## config.mk

```make
export PLATFORM = sky130hd
export DESIGN_NAME = tm_tx_len_meter
export DESIGN_NICKNAME = d
export VERILOG_FILES = /design/src/rtl/tm_pkg.sv /design/src/rtl/tm_sat_counter.sv /design/src/rtl/tm_tx_len_meter.sv
export SDC_FILE = /design/constraint.sdc
export NUM_CORES = 1
export LEC_CHECK = 0
export BUFFER_PORTS_ARGS = -buffer_cell sky130_fd_sc_hd__buf_4
export CAP_MARGIN = 0
export CORE_ASPECT_RATIO = 0.6
export CORE_MARGIN = 10
export CORE_UTILIZATION = 40
export DETAILED_ROUTE_END_ITERATION = 10
export SLEW_MARGIN = 10
export SYNTH_ARGS = -nofsm -noshare
export SYNTH_HDL_FRONTEND = slang
export SYNTH_SLANG_ARGS = --single-unit
```

## constraint.sdc

```tcl
create_clock -name clk -period 6.4 [get_ports clk]
set_clock_uncertainty 0.15 [all_clocks]
set_input_delay 1.28 -clock clk [delete_from_list [all_inputs] [get_ports clk]]
set_output_delay 1.28 -clock clk [all_outputs]
set_load 0.1 [all_outputs]
```

## src/rtl/tm_pkg.sv

```systemverilog
// Shared transactional-memory definitions: FSM state encoding, default widths
// and the saturating counter step. Also used by the TM_ALU stage.
package tm_pkg;

  typedef enum logic {
    IDLE   = 1'b0,
    ACTIVE = 1'b1
  } tm_state_e;

  localparam int unsigned TM_LEN_W    = 8;
  localparam int unsigned TM_DROP_W   = 8;
  localparam int unsigned TM_SAT_STEP = 1;

endpackage : tm_pkg

```

## src/rtl/tm_sat_counter.sv

```systemverilog
// Saturating up-counter with synchronous clear and load.
// Priority is clear, then load, then increment.
module tm_sat_counter
  import tm_pkg::*;
#(
  parameter int unsigned W = TM_LEN_W
) (
  input  logic         clk,
  input  logic         reset,
  input  logic         clear,
  input  logic         load,
  input  logic [W-1:0] load_val,
  input  logic         inc,
  output logic [W-1:0] cnt
);

  localparam logic [W-1:0] MAX = '1;

  always_ff @(posedge clk or negedge reset) begin
    if (!reset)                  cnt <= '0;
    else if (clear)              cnt <= '0;
    else if (load)               cnt <= load_val;
    else if (inc && cnt != MAX)  cnt <= cnt + W'(TM_SAT_STEP);
  end

endmodule : tm_sat_counter

```

## src/rtl/tm_tx_len_meter.sv

```systemverilog
// Counts retired instructions inside each hardware transaction and hands the
// committed length to the statistics ALU through a one-entry valid/ready slot.
module tm_tx_len_meter
  import tm_pkg::*;
#(
  parameter int unsigned LEN_W  = TM_LEN_W,
  parameter int unsigned DROP_W = TM_DROP_W
) (
  input  logic              clk,
  input  logic              reset,
  input  logic              tx_begin,
  input  logic              tx_commit,
  input  logic              tx_abort,
  input  logic              inst_retire,
  input  logic              len_ready,
  output logic [LEN_W-1:0]  CurTxLen,
  output logic              len_valid,
  output logic              in_tx,
  output logic              len_sat,
  output logic [DROP_W-1:0] drop_cnt
);

  localparam logic [LEN_W-1:0] LEN_MAX = '1;

  tm_state_e        state_q, state_d;
  logic [LEN_W-1:0] cnt;
  logic [LEN_W-1:0] len_final;
  logic             commit_fire, end_fire, start_fire;
  logic             slot_free, drain, len_load, len_drop;

  // FSM
  always_ff @(posedge clk or negedge reset) begin
    if (!reset) state_q <= IDLE;
    else        state_q <= state_d;
  end

  always_comb begin
    state_d     = state_q;
    start_fire  = 1'b0;
    end_fire    = 1'b0;
    commit_fire = 1'b0;
    case (state_q)
      IDLE: begin
        if (tx_begin) begin
          state_d    = ACTIVE;
          start_fire = 1'b1;
        end
      end
      ACTIVE: begin
        if (tx_abort || tx_commit) begin
          state_d     = IDLE;
          end_fire    = 1'b1;
          commit_fire = !tx_abort;
        end
      end
      default: state_d = IDLE;
    endcase
  end

  assign in_tx = (state_q == ACTIVE);

  // Length counter: seeded on begin so a retire in the begin cycle counts.
  tm_sat_counter #(.W(LEN_W)) u_len_cnt (
    .clk      (clk),
    .reset    (reset),
    .clear    (end_fire),
    .load     (start_fire),
    .load_val (LEN_W'(inst_retire)),
    .inc      (in_tx && inst_retire),
    .cnt      (cnt)
  );

  // Retirement in the commit cycle is folded in combinationally.
  assign len_final = (inst_retire && cnt != LEN_MAX) ? cnt + LEN_W'(TM_SAT_STEP) : cnt;

  assign drain     = len_valid && len_ready;
  assign slot_free = !len_valid || len_ready;
  assign len_load  = commit_fire && (len_final != '0) && slot_free;
  assign len_drop  = commit_fire && (len_final != '0) && !slot_free;

  // Output slot
  always_ff @(posedge clk or negedge reset) begin
    if (!reset) begin
      CurTxLen  <= '0;
      len_valid <= 1'b0;
      len_sat   <= 1'b0;
    end else begin
      if (len_load) begin
        CurTxLen  <= len_final;
        len_valid <= 1'b1;
        if (len_final == LEN_MAX) len_sat <= 1'b1;
      end else if (drain) begin
        len_valid <= 1'b0;
      end
    end
  end

  tm_sat_counter #(.W(DROP_W)) u_drop_cnt (
    .clk      (clk),
    .reset    (reset),
    .clear    (1'b0),
    .load     (1'b0),
    .load_val ('0),
    .inc      (len_drop),
    .cnt      (drop_cnt)
  );

endmodule : tm_tx_len_meter

```

; ---- Yosys cells after proc, flatten, opt, wreduce, memory -nomap -nowiden
; Index checks and enable logic that the tools add are counted.
[word_totals]
latch_bits = 0
mem_bits_ro = 0
ramBits = 0
register_bits = 27
wordCells = 43
input_bits = 7
mem_count = 0
[classes]
bitwise = 1
n_mux = 14
order_cmp = 0
div_mod_pow = 0
eq_ne = 3
reduce_logical = 17
n_mul = 0
shifts = 0
addsub = 2
[ops]
columns = cell, n
row1 = $mux W8, 4
row2 = $add A8 B1 Y8 const B, 2
row3 = $ne A8 B8 Y1 const B, 2
row4 = $mux W1, 9
row5 = $eq A8 B8 Y1 const B, 1
row6 = $logic_and A1 B1 Y1, 8
row7 = $reduce_bool A8 Y1, 1
row8 = $logic_not A1 Y1, 3
row9 = $reduce_bool A3 Y1, 1
row10 = $logic_or A1 B1 Y1, 2
row11 = $pmux W1 S2, 1
row12 = $reduce_and A2 Y1, 1
row13 = $reduce_bool A2 Y1, 1
row14 = $not A1 Y1, 1

; ---- Depth between registers and ports, before layout
[depth]
ltp_word = 7
mapped_depth = 9
ltp_nobuf = 7

; ---- By module
; A second synthesis with hierarchy kept.
[unflattened]
hier_cells = 209
hier_area_um2 = 2019.4
[by_module_without_submodules]
columns = module, area_each_um2, cells_each, n_inst
row1 = tm_sat_counter, 596.8, 64, 2
row2 = tm_tx_len_meter, 825.8, 81, 1

; ---- Worst setup path after synthesis
; Ideal clock, no wire load.
[synth_timing]
path_type = input to register
from = input inst_retire
to = register CurTxLen[2]
path_buffers = 3
cell_stages = 9
arrival_ps = 2856
setup_ps = 126
required_ps = 6124
slack_ps = 3268
cell_sequence = buf_6 > and4_4 > buf_6 > or2_4 > a22oi_4 > nand4_4 > nor2b_4 > buf_6 > mux2_4
[synth_via]
elab_chain_len = 5
[synth_lines]
columns = item, line
row1 = from (decl), tm_tx_len_meter.sv:14  ; input logic inst_retire,
row2 = $logic_and A1 B1 Y1 (*), tm_tx_len_meter.sv:74  ; assign len_final = (inst_retire && cnt != LEN_MAX) ? cnt + LEN_W'(TM_SAT_STEP) : cnt;
row3 = $mux W8 (*), tm_tx_len_meter.sv:74
row4 = $reduce_bool A8 Y1, tm_tx_len_meter.sv:78  ; assign len_load = commit_fire && (len_final != '0) && slot_free;
row5 = $logic_and A1 B1 Y1 (2 in series), tm_tx_len_meter.sv:78
row6 = to (signal assigned), tm_tx_len_meter.sv:89  ; CurTxLen <= len_final;
row7 = to (decl), tm_tx_len_meter.sv:16  ; output logic [LEN_W-1:0] CurTxLen,
; Mark *: on every way between the ends. The rest lies on a longest branch, timed or not.
; A chain may end at the register's enable or synchronous reset.

; ---- Worst setup path in the final report
[layout_timing]
from = register u_len_cnt.cnt[0]
to = register CurTxLen[5]
[layout_via]
elab_chain_len = 6
[layout_lines]
columns = item, line
row1 = from (decl), tm_sat_counter.sv:14  ; output logic [W-1:0] cnt
row2 = from (signal assigned), tm_sat_counter.sv:22  ; else if (load) cnt <= load_val;
row3 = from (signal assigned), tm_sat_counter.sv:23  ; else if (inc && cnt != MAX) cnt <= cnt + W'(TM_SAT_STEP);
row4 = "parallel branches: the longest is 2 deep, another holds $add A8 B1 Y8", n/a
row5 = $mux W8 (*), tm_tx_len_meter.sv:74
row6 = $reduce_bool A8 Y1, tm_tx_len_meter.sv:78
row7 = $logic_and A1 B1 Y1 (2 in series), tm_tx_len_meter.sv:78
; Every way passes the cells marked *.

==> flow_summary.ini <==
[die]
initial_core_util_pct = 43.0
core_area_um2 = 3810
die_height_um = 69.6
num_rows = 17
die_area_um2 = 7140
ios = 26
die_w_um = 103

[clocking]
clock_path_buffers = 2
clock-sinks = 27
cts_setup_buffers = 0
cts_resized = 0
cts_tree = yes
holdBufCountCts = 0
clock-root-buffer = clkbuf_8
path_clk_slew_ns = 0.09
htree_levels = 1
clock_latency_ns = 0.27
numCtsBuffers = 3

[synth]
syn_inst = 169
synth_compound_area_share_pct = 11.2
synth_top_family_by_area = simple AND/OR/NAND/NOR gates
synthXorXnorAreaFrac_pct = 5.88
yosys.area_share.adder_pct = 1.53
synth.distinct_cells = 43
synth-async-reset-ratio_pct = 100
synth_area_um2 = 1640
ys_warn_count = 0
syn_nets = 178
synth_top_area_share_pct = 41.2
ys.flop_type = dfrtp_1
synth.area.mux_share_pct = 9.62
synthTopCellsByArea = dfrtp_1, mux2_4, nand3_1, xnor2_1, mux2i_1
ys_ff_latch = 27
synth_top_area_cell = dfrtp_1
synthSimpleGateAreaFrac_pct = 23.7
synth_edf_count = 0
yosysSeqAreaShare_pct = 41.2
syn_area_per_cell_um2 = 9.70

[timing]
fin_crit_sh_pct = 46.6
fmax_ghz = 0.335
slew_viol_final = 0
layout_min_cycle_time_ns = 2.98
worst_pin_slew_ns = 0.477
relSlewSlack_pct = 68.0
rsz0062_at_grt = false
setup_tns_ns = 0
setup_violations = 0
hold_viol_final = 0

[placement]
place_inst = 230
portBuffers = 25
dp_hpwl_mm = 2.95
gp_congestion = 0.845

[pwr]
power_leakage_nw = 0.830
intPower_uw = 257
ir_drop_uv = 198
switching_share_pct = 39.4
seqPwrFrac_pct = 45.4
comb_power_share_pct = 31.8
p_sw_uw = 167
power.density_nw_per_um2 = 229
pwr-share-clk_pct = 22.8

[finish]
multiInputGateArea_um2 = 851
register_area_um2 = 676
utilization_pct = 48.6
instances_no_fill = 234
syn2layout_area_growth_pct = 13.0
diodes = 0
final_nets = 197
fillers = 359
drive_gt1_share_pct = 23.0

[global_routing]
grt_pass1_wl_mm = 6.19
grt_pass1_vias = 1222
antenna_found_initial = 0
track_usage_pct = 10.6
grt-ovfl-total = 0
grt_max_degree = 28

[worst_setup_path]
crit_type = register to register
reg2reg_slack_ns = 3.42
worst-path-max-fanout = 9
end_kind = register
ff2ff_path_depth = 7
r2r_end = CurTxLen[5]$_DFFE_PN0P_
required_ns = 6.42
critPathLaunchType = register
timing.rr.start = u_len_cnt.cnt[0]$_DFFE_PN0P_
arrival_ns = 3.00

[detailed_routing]
wire_per_inst_um = 16.3
wl_mm = 3.82
firstDrtPassIters = 6
vias_per_cell = 5.59
num_vias = 1308
drc = 0
drtIter0Drc = 85
ant_nets = 0

[worst_hold_path]
hold_end = len_sat$_DFFE_PN0P_
min_from = len_sat$_DFFE_PN0P_
hold_depth = 1
hold_path_class = register to register

[outcome]
status = finished, final reports clean

[run]
maxCapViolCount = 0
-- how the worst max path moves through the flow --
stage,endpoint,start,depth (start not counted)
3_5_place_dp,CurTxLen[5]$_DFFE_PN0P_,inst_retire,7
5_1_grt,u_drop_cnt.cnt[1]$_DFFE_PN0P_,u_len_cnt.cnt[0]$_DFFE_PN0P_,7
4_1_cts,CurTxLen[5]$_DFFE_PN0P_,u_len_cnt.cnt[0]$_DFFE_PN0P_,7
3_3_place_gp,CurTxLen[5]$_DFFE_PN0P_,inst_retire,7
2_1_floorplan,CurTxLen[2]$_DFFE_PN0P_,inst_retire,9
6_report,CurTxLen[5]$_DFFE_PN0P_,u_len_cnt.cnt[0]$_DFFE_PN0P_,7
-- per-layer routing --
metal  wire length [µm]  GRT usage [%]  vias up
li1                   -              -      631
met4                 65           2.78        0
met1               1910           15.4      613
met5                  0              0        -
met3                300           3.47        8
met2               1540           14.3       56
-- kinds of logic after synthesis --
logic type | count (synthesis)
DFF | 27
and+or+nand+nor | 68
adders and majority gates | 2
muxes | 13
buffers and inverters | 20
AOI/OAI and AO/OA | 28
xor gates and xnor gates | 11
-- power groups by stage --
stage / registers (mW) / logic [mW] / clock network [mW]
after floorplan: 0.265 / 0.0349 / 0
after global placement: 0.195 / 0.135 / 0
after CTS: 0.193 / 0.136 / 0.100
final: 0.192 / 0.135 / 0.0968
after detailed placement: 0.196 / 0.136 / 0
after global routing: 0.195 / 0.142 / 0.108
-- cells in the mapped netlist (2+ instances only) --
cell type	count
dfrtp_1	27
nor2_1	16
nand3_1	13
a21oi_1	9
inv_1	9
nand2_1	8
xnor2_1	7
buf_2	6
mux2i_1	6
mux2_4	5
nand4_1	5
o21ai_0	5
buf_6	4
nor3_1	4
xor2_1	4
a31oi_1	3
or3_1	3
and2_1	2
and3_1	2
and4_1	2
ha_1	2
mux2_2	2
nand2b_1	2
nor4_1	2
o211ai_1	2
o22ai_1	2
-- layout make-up --
class	instances	area share, %
clock buffers	4	2.43
flip-flops and latches	27	36.5
multi-input cells	122	45.9
well taps	47	3.18
repair buffers	25	10.1
inverters	9	1.82
-- flip-flops by register name, indices dropped and copies added, names as in the netlist --
| signal | count |
|---|---|
| u_drop_cnt.cnt | 8 |
| len_valid | 1 |
| len_sat | 1 |
| CurTxLen | 8 |
| in_tx | 1 |
| u_len_cnt.cnt | 8 |
-- worst max-delay path, cell delays in order, from the launching register on --
cell	delay [ns]
dfrtp_1	0.50
ha_1	0.39
nand4_1	0.26
o21ai_1	0.39
mux2i_1	0.44
nand4_4	0.21
nor2b_4	0.24
mux2_4	0.30
-- placed cells by master (no fill, tap or decap), types with 2 or more instances in the layout --
cell,instances
dfrtp_1,27
nor2_1,16
inv_1,9
nand3_1,13
buf_4,25
mux2_2,2
o21ai_0,5
mux2_4,5
clkbuf_8,3
xor2_1,4
nand2b_1,2
xnor2_1,7
ha_1,2
o211ai_1,2
and3_1,2
nand4_1,5
nor3_1,4
or3_1,3
o22ai_1,2
and2_1,2
nor4_1,2
a21oi_1,9
and4_1,2
nand2_1,8
a31oi_1,3
mux2i_1,6
-- per-stage QoR --
| stage | total power, mW | cell area, µm² | hold WS (ns) | setup slack [ns] |
|---|---|---|---|---|
| after floorplan | 0.300 | 1640 | 0.429 | 3.27 |
| after global placement | 0.330 | 1810 | 0.328 | 3.25 |
| after CTS | 0.429 | 1850 | 0.347 | 3.42 |
| final | 0.424 | 1850 | 0.342 | 3.42 |
| after global routing | 0.445 | 1850 | 0.371 | 3.15 |
| after detailed placement | 0.332 | 1810 | 0.326 | 3.20 |
No activity file was read; power rests on OpenSTA's default activity.
